--- config.mk ---
export PLATFORM = sky130hd
export DESIGN_NAME = s344_scan_ctrl_flat
export DESIGN_NICKNAME = d
export VERILOG_FILES = /design/src/rtl/s344_scan_ctrl_if.sv /design/src/rtl/s344_scan_ctrl.sv /design/src/flat_wrapper.sv
export SDC_FILE = /design/constraint.sdc
export NUM_CORES = 1
export LEC_CHECK = 0
export BUFFER_PORTS_ARGS = -buffer_cell sky130_fd_sc_hd__buf_2
export CORE_ASPECT_RATIO = 0.9
export CORE_UTILIZATION = 41
export CTS_CLUSTER_DIAMETER = 40
export DETAILED_ROUTE_END_ITERATION = 10
export GPL_TIMING_DRIVEN = 1
export SETUP_SLACK_MARGIN = 0.2
export SLEW_MARGIN = 20
export SYNTH_ARGS = -nofsm -noshare
export SYNTH_HDL_FRONTEND = slang
export SYNTH_SLANG_ARGS = --single-unit
--- constraint.sdc ---
create_clock -name CK -period 4.2 [get_ports CK]
set_clock_uncertainty 0.15 [all_clocks]
set_input_delay 0.84 -clock CK [delete_from_list [all_inputs] [get_ports CK]]
set_output_delay 0.84 -clock CK [all_outputs]
set_load 0.02 [all_outputs]
--- src/rtl/s344_scan_ctrl_if.sv ---
`default_nettype none
// s344_scan_ctrl_if: pattern stream handshake between the lab harness and the scan sequencer.
// Rev 1.0
interface s344_scan_ctrl_if #(
  parameter int CHAIN_LEN = 15,
  parameter int PI_W      = 9,
  parameter int PO_W      = 11
);
  logic                 pat_valid;
  logic                 pat_ready;
  logic [CHAIN_LEN-1:0] pat_chain;
  logic [PI_W-1:0]      pat_pi;
  logic [PO_W-1:0]      exp_po;
  logic [CHAIN_LEN-1:0] exp_chain;
  logic                 pat_last;

  modport master (
    output pat_valid, pat_chain, pat_pi, exp_po, exp_chain, pat_last,
    input  pat_ready
  );

  modport slave (
    input  pat_valid, pat_chain, pat_pi, exp_po, exp_chain, pat_last,
    output pat_ready
  );
endinterface
`default_nettype wire

--- src/rtl/s344_scan_ctrl.sv ---
`default_nettype none
// s344_scan_ctrl: load/capture/unload sequencer for the s344 mux-scan chain with response checking.
// Rev 1.0
module s344_scan_ctrl #(
  parameter int CHAIN_LEN = 15,
  parameter int PI_W      = 9,
  parameter int PO_W      = 11
) (
  input  wire logic            CK,
  input  wire logic            RN,
  input  wire logic            start,
  s344_scan_ctrl_if.slave      pat,
  output logic                 scan_se,
  output logic                 scan_si,
  input  wire logic            scan_so,
  output logic [PI_W-1:0]      dut_pi,
  input  wire logic [PO_W-1:0] dut_po,
  output logic                 busy,
  output logic                 done,
  output logic                 fail,
  output logic                 underrun,
  output logic [7:0]           fail_cnt,
  output logic [7:0]           pat_cnt
);
  localparam int CW = $clog2(CHAIN_LEN);

  typedef enum logic [2:0] {
    S_IDLE    = 3'd0,
    S_WAIT    = 3'd1,
    S_SHIFT   = 3'd2,
    S_CAPTURE = 3'd3,
    S_UNLOAD  = 3'd4,
    S_DONE    = 3'd5
  } state_t;

  state_t               r_state;
  logic [CW-1:0]        r_bit;
  logic [CHAIN_LEN-1:0] r_chain;
  logic [CHAIN_LEN-1:0] r_exp_chain;
  logic [CHAIN_LEN-1:0] r_pend_exp;
  logic [PI_W-1:0]      r_pi;
  logic [PI_W-1:0]      r_dut_pi;
  logic [PO_W-1:0]      r_exp_po;
  logic                 r_last;
  logic                 r_pend_valid;
  logic                 r_pend_miss;
  logic                 r_scan_se;
  logic                 r_scan_si;
  logic                 r_pat_ready;
  logic                 r_busy;
  logic                 r_done;
  logic                 r_fail;
  logic                 r_underrun;
  logic [7:0]           r_fail_cnt;
  logic [7:0]           r_pat_cnt;

  logic w_shifting;
  logic w_last_bit;
  logic w_xfer;
  logic w_bit_miss;
  logic w_po_miss;

  assign w_shifting = (r_state == S_SHIFT) || (r_state == S_UNLOAD);
  assign w_last_bit = (r_bit == CW'(CHAIN_LEN - 1));
  assign w_xfer     = pat.pat_valid && r_pat_ready;
  assign w_bit_miss = scan_so ^ r_pend_exp[CHAIN_LEN-1];
  assign w_po_miss  = (dut_po != r_exp_po);

  always_ff @(posedge CK or negedge RN) begin
    if (!RN) begin
      r_state      <= S_IDLE;
      r_bit        <= '0;
      r_chain      <= '0;
      r_exp_chain  <= '0;
      r_pend_exp   <= '0;
      r_pi         <= '0;
      r_dut_pi     <= '0;
      r_exp_po     <= '0;
      r_last       <= 1'b0;
      r_pend_valid <= 1'b0;
      r_pend_miss  <= 1'b0;
      r_scan_se    <= 1'b0;
      r_scan_si    <= 1'b0;
      r_pat_ready  <= 1'b0;
      r_busy       <= 1'b0;
      r_done       <= 1'b0;
      r_fail       <= 1'b0;
      r_underrun   <= 1'b0;
      r_fail_cnt   <= '0;
      r_pat_cnt    <= '0;
    end else begin
      r_done <= 1'b0;

      // Every shift edge moves the load one bit and checks the previous response bit leaving the chain.
      if (w_shifting) begin
        r_bit     <= r_bit + CW'(1);
        r_scan_si <= r_chain[CHAIN_LEN-1];
        r_chain   <= {r_chain[CHAIN_LEN-2:0], 1'b0};
        if (r_pend_valid) begin
          r_pend_exp  <= {r_pend_exp[CHAIN_LEN-2:0], 1'b0};
          r_pend_miss <= r_pend_miss | w_bit_miss;
          if (w_last_bit) begin
            r_pend_valid <= 1'b0;
            if (r_pend_miss || w_bit_miss) begin
              r_fail <= 1'b1;
              if (r_fail_cnt != 8'hFF) r_fail_cnt <= r_fail_cnt + 8'd1;
            end
          end
        end
      end

      case (r_state)
        S_IDLE: begin
          if (start) begin
            r_state     <= S_WAIT;
            r_busy      <= 1'b1;
            r_pat_ready <= 1'b1;
            r_fail      <= 1'b0;
            r_underrun  <= 1'b0;
            r_fail_cnt  <= '0;
            r_pat_cnt   <= '0;
          end
        end
        S_WAIT: begin
          if (w_xfer) begin
            r_pi        <= pat.pat_pi;
            r_exp_po    <= pat.exp_po;
            r_exp_chain <= pat.exp_chain;
            r_last      <= pat.pat_last;
            r_scan_si   <= pat.pat_chain[CHAIN_LEN-1];
            r_chain     <= {pat.pat_chain[CHAIN_LEN-2:0], 1'b0};
            r_bit       <= '0;
            r_scan_se   <= 1'b1;
            r_pat_ready <= 1'b0;
            r_state     <= S_SHIFT;
          end
        end
        S_SHIFT: begin
          if (w_last_bit) begin
            r_scan_se   <= 1'b0;
            r_scan_si   <= 1'b0;
            r_dut_pi    <= r_pi;
            r_pat_ready <= !r_last;
            r_state     <= S_CAPTURE;
          end
        end
        S_CAPTURE: begin
          r_dut_pi     <= '0;
          r_pat_ready  <= 1'b0;
          r_scan_se    <= 1'b1;
          r_bit        <= '0;
          r_pend_exp   <= r_exp_chain;
          r_pend_miss  <= w_po_miss;
          r_pend_valid <= 1'b1;
          if (r_pat_cnt != 8'hFF) r_pat_cnt <= r_pat_cnt + 8'd1;
          if (w_xfer) begin
            r_pi        <= pat.pat_pi;
            r_exp_po    <= pat.exp_po;
            r_exp_chain <= pat.exp_chain;
            r_last      <= pat.pat_last;
            r_scan_si   <= pat.pat_chain[CHAIN_LEN-1];
            r_chain     <= {pat.pat_chain[CHAIN_LEN-2:0], 1'b0};
            r_state     <= S_SHIFT;
          end else begin
            // Unload the final response with zeros; a missing non-last pattern is an underrun.
            r_scan_si  <= 1'b0;
            r_chain    <= '0;
            r_underrun <= r_underrun | !r_last;
            r_state    <= S_UNLOAD;
          end
        end
        S_UNLOAD: begin
          if (w_last_bit) begin
            r_scan_se <= 1'b0;
            r_busy    <= 1'b0;
            r_done    <= 1'b1;
            r_state   <= S_DONE;
          end
        end
        S_DONE: begin
          r_state <= S_IDLE;
        end
        default: begin
          r_state <= S_IDLE;
        end
      endcase
    end
  end

  assign pat.pat_ready = r_pat_ready;
  assign scan_se       = r_scan_se;
  assign scan_si       = r_scan_si;
  assign dut_pi        = r_dut_pi;
  assign busy          = r_busy;
  assign done          = r_done;
  assign fail          = r_fail;
  assign underrun      = r_underrun;
  assign fail_cnt      = r_fail_cnt;
  assign pat_cnt       = r_pat_cnt;
endmodule
`default_nettype wire

--- src/flat_wrapper.sv ---
// flat-port wrapper written by rule: the top's interface ports become plain ports
module s344_scan_ctrl_flat 
#(
  parameter int CHAIN_LEN = 15,
  parameter int PI_W      = 9,
  parameter int PO_W      = 11
)
  (CK, RN, start, scan_se, scan_si, scan_so, dut_pi, dut_po, busy, done, fail, underrun, fail_cnt, pat_cnt, pat_pat_valid, pat_pat_chain, pat_pat_pi, pat_exp_po, pat_exp_chain, pat_pat_last, pat_pat_ready);
  s344_scan_ctrl_if #(.CHAIN_LEN(CHAIN_LEN), .PI_W(PI_W), .PO_W(PO_W)) pat_i ();
  input  wire logic CK;
  input  wire logic RN;
  input  wire logic start;
  output logic scan_se;
  output logic scan_si;
  input  wire logic scan_so;
  output logic [PI_W-1:0] dut_pi;
  input  wire logic [PO_W-1:0] dut_po;
  output logic busy;
  output logic done;
  output logic fail;
  output logic underrun;
  output logic [7:0] fail_cnt;
  output logic [7:0] pat_cnt;
  input wire logic [$bits(pat_i.pat_valid)-1:0] pat_pat_valid;
  input wire logic [$bits(pat_i.pat_chain)-1:0] pat_pat_chain;
  input wire logic [$bits(pat_i.pat_pi)-1:0] pat_pat_pi;
  input wire logic [$bits(pat_i.exp_po)-1:0] pat_exp_po;
  input wire logic [$bits(pat_i.exp_chain)-1:0] pat_exp_chain;
  input wire logic [$bits(pat_i.pat_last)-1:0] pat_pat_last;
  output wire logic [$bits(pat_i.pat_ready)-1:0] pat_pat_ready;
  assign pat_i.pat_valid = pat_pat_valid;
  assign pat_i.pat_chain = pat_pat_chain;
  assign pat_i.pat_pi = pat_pat_pi;
  assign pat_i.exp_po = pat_exp_po;
  assign pat_i.exp_chain = pat_exp_chain;
  assign pat_i.pat_last = pat_pat_last;
  assign pat_pat_ready = pat_i.pat_ready;
  s344_scan_ctrl #(.CHAIN_LEN(CHAIN_LEN), .PI_W(PI_W), .PO_W(PO_W)) u_core (.CK(CK), .RN(RN), .start(start), .pat(pat_i), .scan_se(scan_se), .scan_si(scan_si), .scan_so(scan_so), .dut_pi(dut_pi), .dut_po(dut_po), .busy(busy), .done(done), .fail(fail), .underrun(underrun), .fail_cnt(fail_cnt), .pat_cnt(pat_cnt));
endmodule
==> results.md <==
* Critical path type: flip-flop to flip-flop
* Ys flop type: dfrtp_1
* Mapped Area at 0.004878 mm²
* Global-route wire length before repair at 17850 µm
* Worst-case clock buffer depth at 2
* Leakage power at around 2.9 nW
* RSZ-0062 raised after global routing: false
* ANT cells at 0
* Synth warn at 0
* PD cells at about 630 mW/mm²
* # clock sinks at between 100 and 150
* CTS Buf Count at 9
* Hold crit path type: flip-flop to flip-flop
* Hold path depth at 2
* Hold Fails Final Rpt at 0
* H-tree levels at 3
* # hold bufs at CTS at 0
* DP Worst Slack at ~1.6 ns
* Mapped Nets at 587
* CP max FO at 23
* DRC viols at 0
* CP cell instances: xor2_1, nand2_1, or4_1, a21oi_1
* Fmax achieved at 423.8 MHz
* Post-synth EDFFs at 0
* Slew margin rel. at 0.3501
* Synthesized area per cell at ~9.5 µm²
* CTS tree: done
* Worst skew pair latency at about 0.34 ns
* Max-Cap Viols at 0
* Cells after Synth at around 520
* Routed Antenna Nets at 0
* Final Hold Slack at approximately 0.32 ns
* Fin crit period at roughly 2.4 ns
* Worst slew pin tran at ~1 ns
* CTS clk-pin slew, worst paths at around 0.070 ns
* GP Congestion at roughly 0.83
* Final Slew Violations at 0
* Levels on crit path at 4
* Largest net degree at the start of global routing at 53
* Setup ws final at around 1.8 ns
* Number of setup buffers added after CTS at 0
* Core Region at between 0.01 and 0.015 mm²
* R2R depth at 4
* Share of layout cells above drive strength 1 at 0.2036
* Tot GR Track Use at 0.1878
* Critical Path RT at 4.31 ns
* Final setup violation count at 0
* Starting Density at 0.4232
* Design Power at ~0.0037 W
* Post-DP HPWL at ~7000 µm
* Final net count at approximately 670
* Crit share post-route at 0.5618
* Synth cell types at 50
* Register area share after synthesis at 0.5489
* Number of I/O port buffers at 98
* Startpoint Class: flip-flop
* Drt pass-1 iters at 4
* Post-cts resize count at 0
* Status: finished clean
* Via density at around 5.1
* Area grow syn2layout at 18.16%
* Post-synth ARST share at 1.000
* Wire length per cell at about 14 µm
* Worst Path Arrival at approximately 2.5 ns
* CP max-delay cell: or4_1
* Clk root buf: clkbuf_16
* Fin Setup TNS at 0 ns
* Worst IR Drop VDD at approximately 0.00032 V
* I/O pin count at 99
* Vias in the first global route at roughly 3600
* Die Y-Extent at ~110 µm
* WP buf/inv at 0
* Grt total ovfl at 0
* Die Wd at between 100 and 150 µm
* Largest delay share family, worst path: simple AND/OR/NAND/NOR gates
* Crit end category: flip-flop
* Via count at between 3000 and 4000
* CP peak stage delay at 0.67 ns
* Initial antenna violation count at 0
* Iteration-0 DRC Markers at 337
* Row count at 37
* Final Util at 0.5001
* Die ar. at 0.01234 mm²
* Detailed Route WL at about 11000 µm
* FF+latch count, synth at roughly 110
==> power by group <==
group / internal [W] / switching, W / leakage (nW)
combinational: 0.000447 / 0.000712 / 1.36
sequential: 0.00138 / 0.000240 / 1.37
clock: 0.000515 / 0.000356 / 0.143
total: 0.00234 / 0.00131 / 2.88
==> final timing paths <==
| kind | from | end | slack [ns] |
|---|---|---|---|
| max in group asynchronous | RN | u_core.pat_cnt[6] | 2.65 |
| worst min register to register | u_core.busy | u_core.busy | 0.32 |
| worst max register to register | u_core.r_state[2] | u_core.fail_cnt[0] | 1.84 |
| min in group asynchronous | RN | u_core.pat_cnt[4] | 0.38 |
| worst min-delay path | u_core.busy | u_core.busy | 0.32 |
| worst max-delay path | u_core.r_state[2] | u_core.fail_cnt[0] | 1.84 |
==> per-stage QoR <==
stage	area, µm²	instances
final	5764	760
after global routing	5764	760
after CTS	5762	760
after detailed placement	5456	746
after global placement	5456	746
after floorplan	4878	516
==> logic make-up after synthesis <==
kind of cell | share of synthesized area
AO/OA/AOI/OAI | 0.09721
buffers and inverters | 0.03206
flip-flops | 0.5489
adder cells (fa/ha/maj) | 0.01026
multiplexers | 0.04540
XOR/XNOR | 0.03591
AND/OR/NAND/NOR | 0.2303
==> worst min-delay path, stage by stage (launching register included) <==
cell and delay (ns):
dfrtp_1 0.34, nand2_1 0.05, nand2_1 0.05
==> area by class of cell <==
cell class	count	area (µm²)
Clock buffer	9	225.2
Clock inverter	5	80.08
Fill cell	1107	5763
Inverter	6	22.52
Multi-Input combinational cell	376	2048
Sequential cell	107	2678
Tap cell	156	195.2
Timing Repair Buffer	101	515.5
==> sequential cells by signal, summed over array words and instances (netlist names), 3 cells and up <==
signal              count
u_core.r_exp_po        11
u_core.fail_cnt         8
u_core.pat_cnt          8
u_core.r_bit            4
u_core.r_pend_exp      15
u_core.r_state          3
u_core.r_chain         15
u_core.r_pi             9
u_core.dut_pi           9
u_core.r_exp_chain     15
==> layout by cell type (no fill, tap or decap), types with 2 or more instances in the layout <==
master	count
a211oi_1	3
a21oi_1	14
a22o_1	9
a31oi_1	16
and2_1	3
and3_1	3
and3b_1	2
and4_1	3
buf_2	97
buf_4	4
bufinv_16	2
clkbuf_16	9
clkinvlp_4	2
dfrtp_1	107
ha_1	4
inv_1	6
mux2i_1	21
nand2_1	173
nand2b_1	6
nand3_1	7
nand4_1	4
nor2_1	30
nor2b_1	2
nor3_1	3
nor3b_1	3
nor4_1	5
o211ai_1	2
o21ai_0	11
o21ai_1	7
o31ai_1	3
xnor2_1	10
xor2_1	10
==> cell usage after synthesis, drive strengths merged, types with 4 or more instances <==
master	instances	area [µm²]
a31oi	16	100.1
and4	4	37.54
clkbuf	6	22.52
nand2	174	653.1
buf	21	111.4
a21oi	14	70.07
a22o	9	78.83
nor4	6	43.79
nand3	7	35.03
ha	4	50.05
xnor2	10	87.58
nor2	32	130.1
xor2	10	87.58
mux2i	21	210.2
nand4	4	25.02
and3	4	25.02
o21ai	19	98.84
nand2b	6	37.54
inv	6	22.52
dfrtp	107	2678
==> routing by layer <==
| metal | share of wire | up-vias | GRT usage | wire length, µm |
|---|---|---|---|---|
| met5 | 0 | - | 0 | 0 |
| met2 | 0.46 | 79 | 0.2857 | 4895 |
| met3 | 0.051 | 7 | 0.05118 | 535 |
| met1 | 0.47 | 1844 | 0.2626 | 5006 |
| li1 | - | 1916 | - | - |
| met4 | 0.011 | 0 | 0.05154 | 116 |
(Power assumes the default switching activity.)
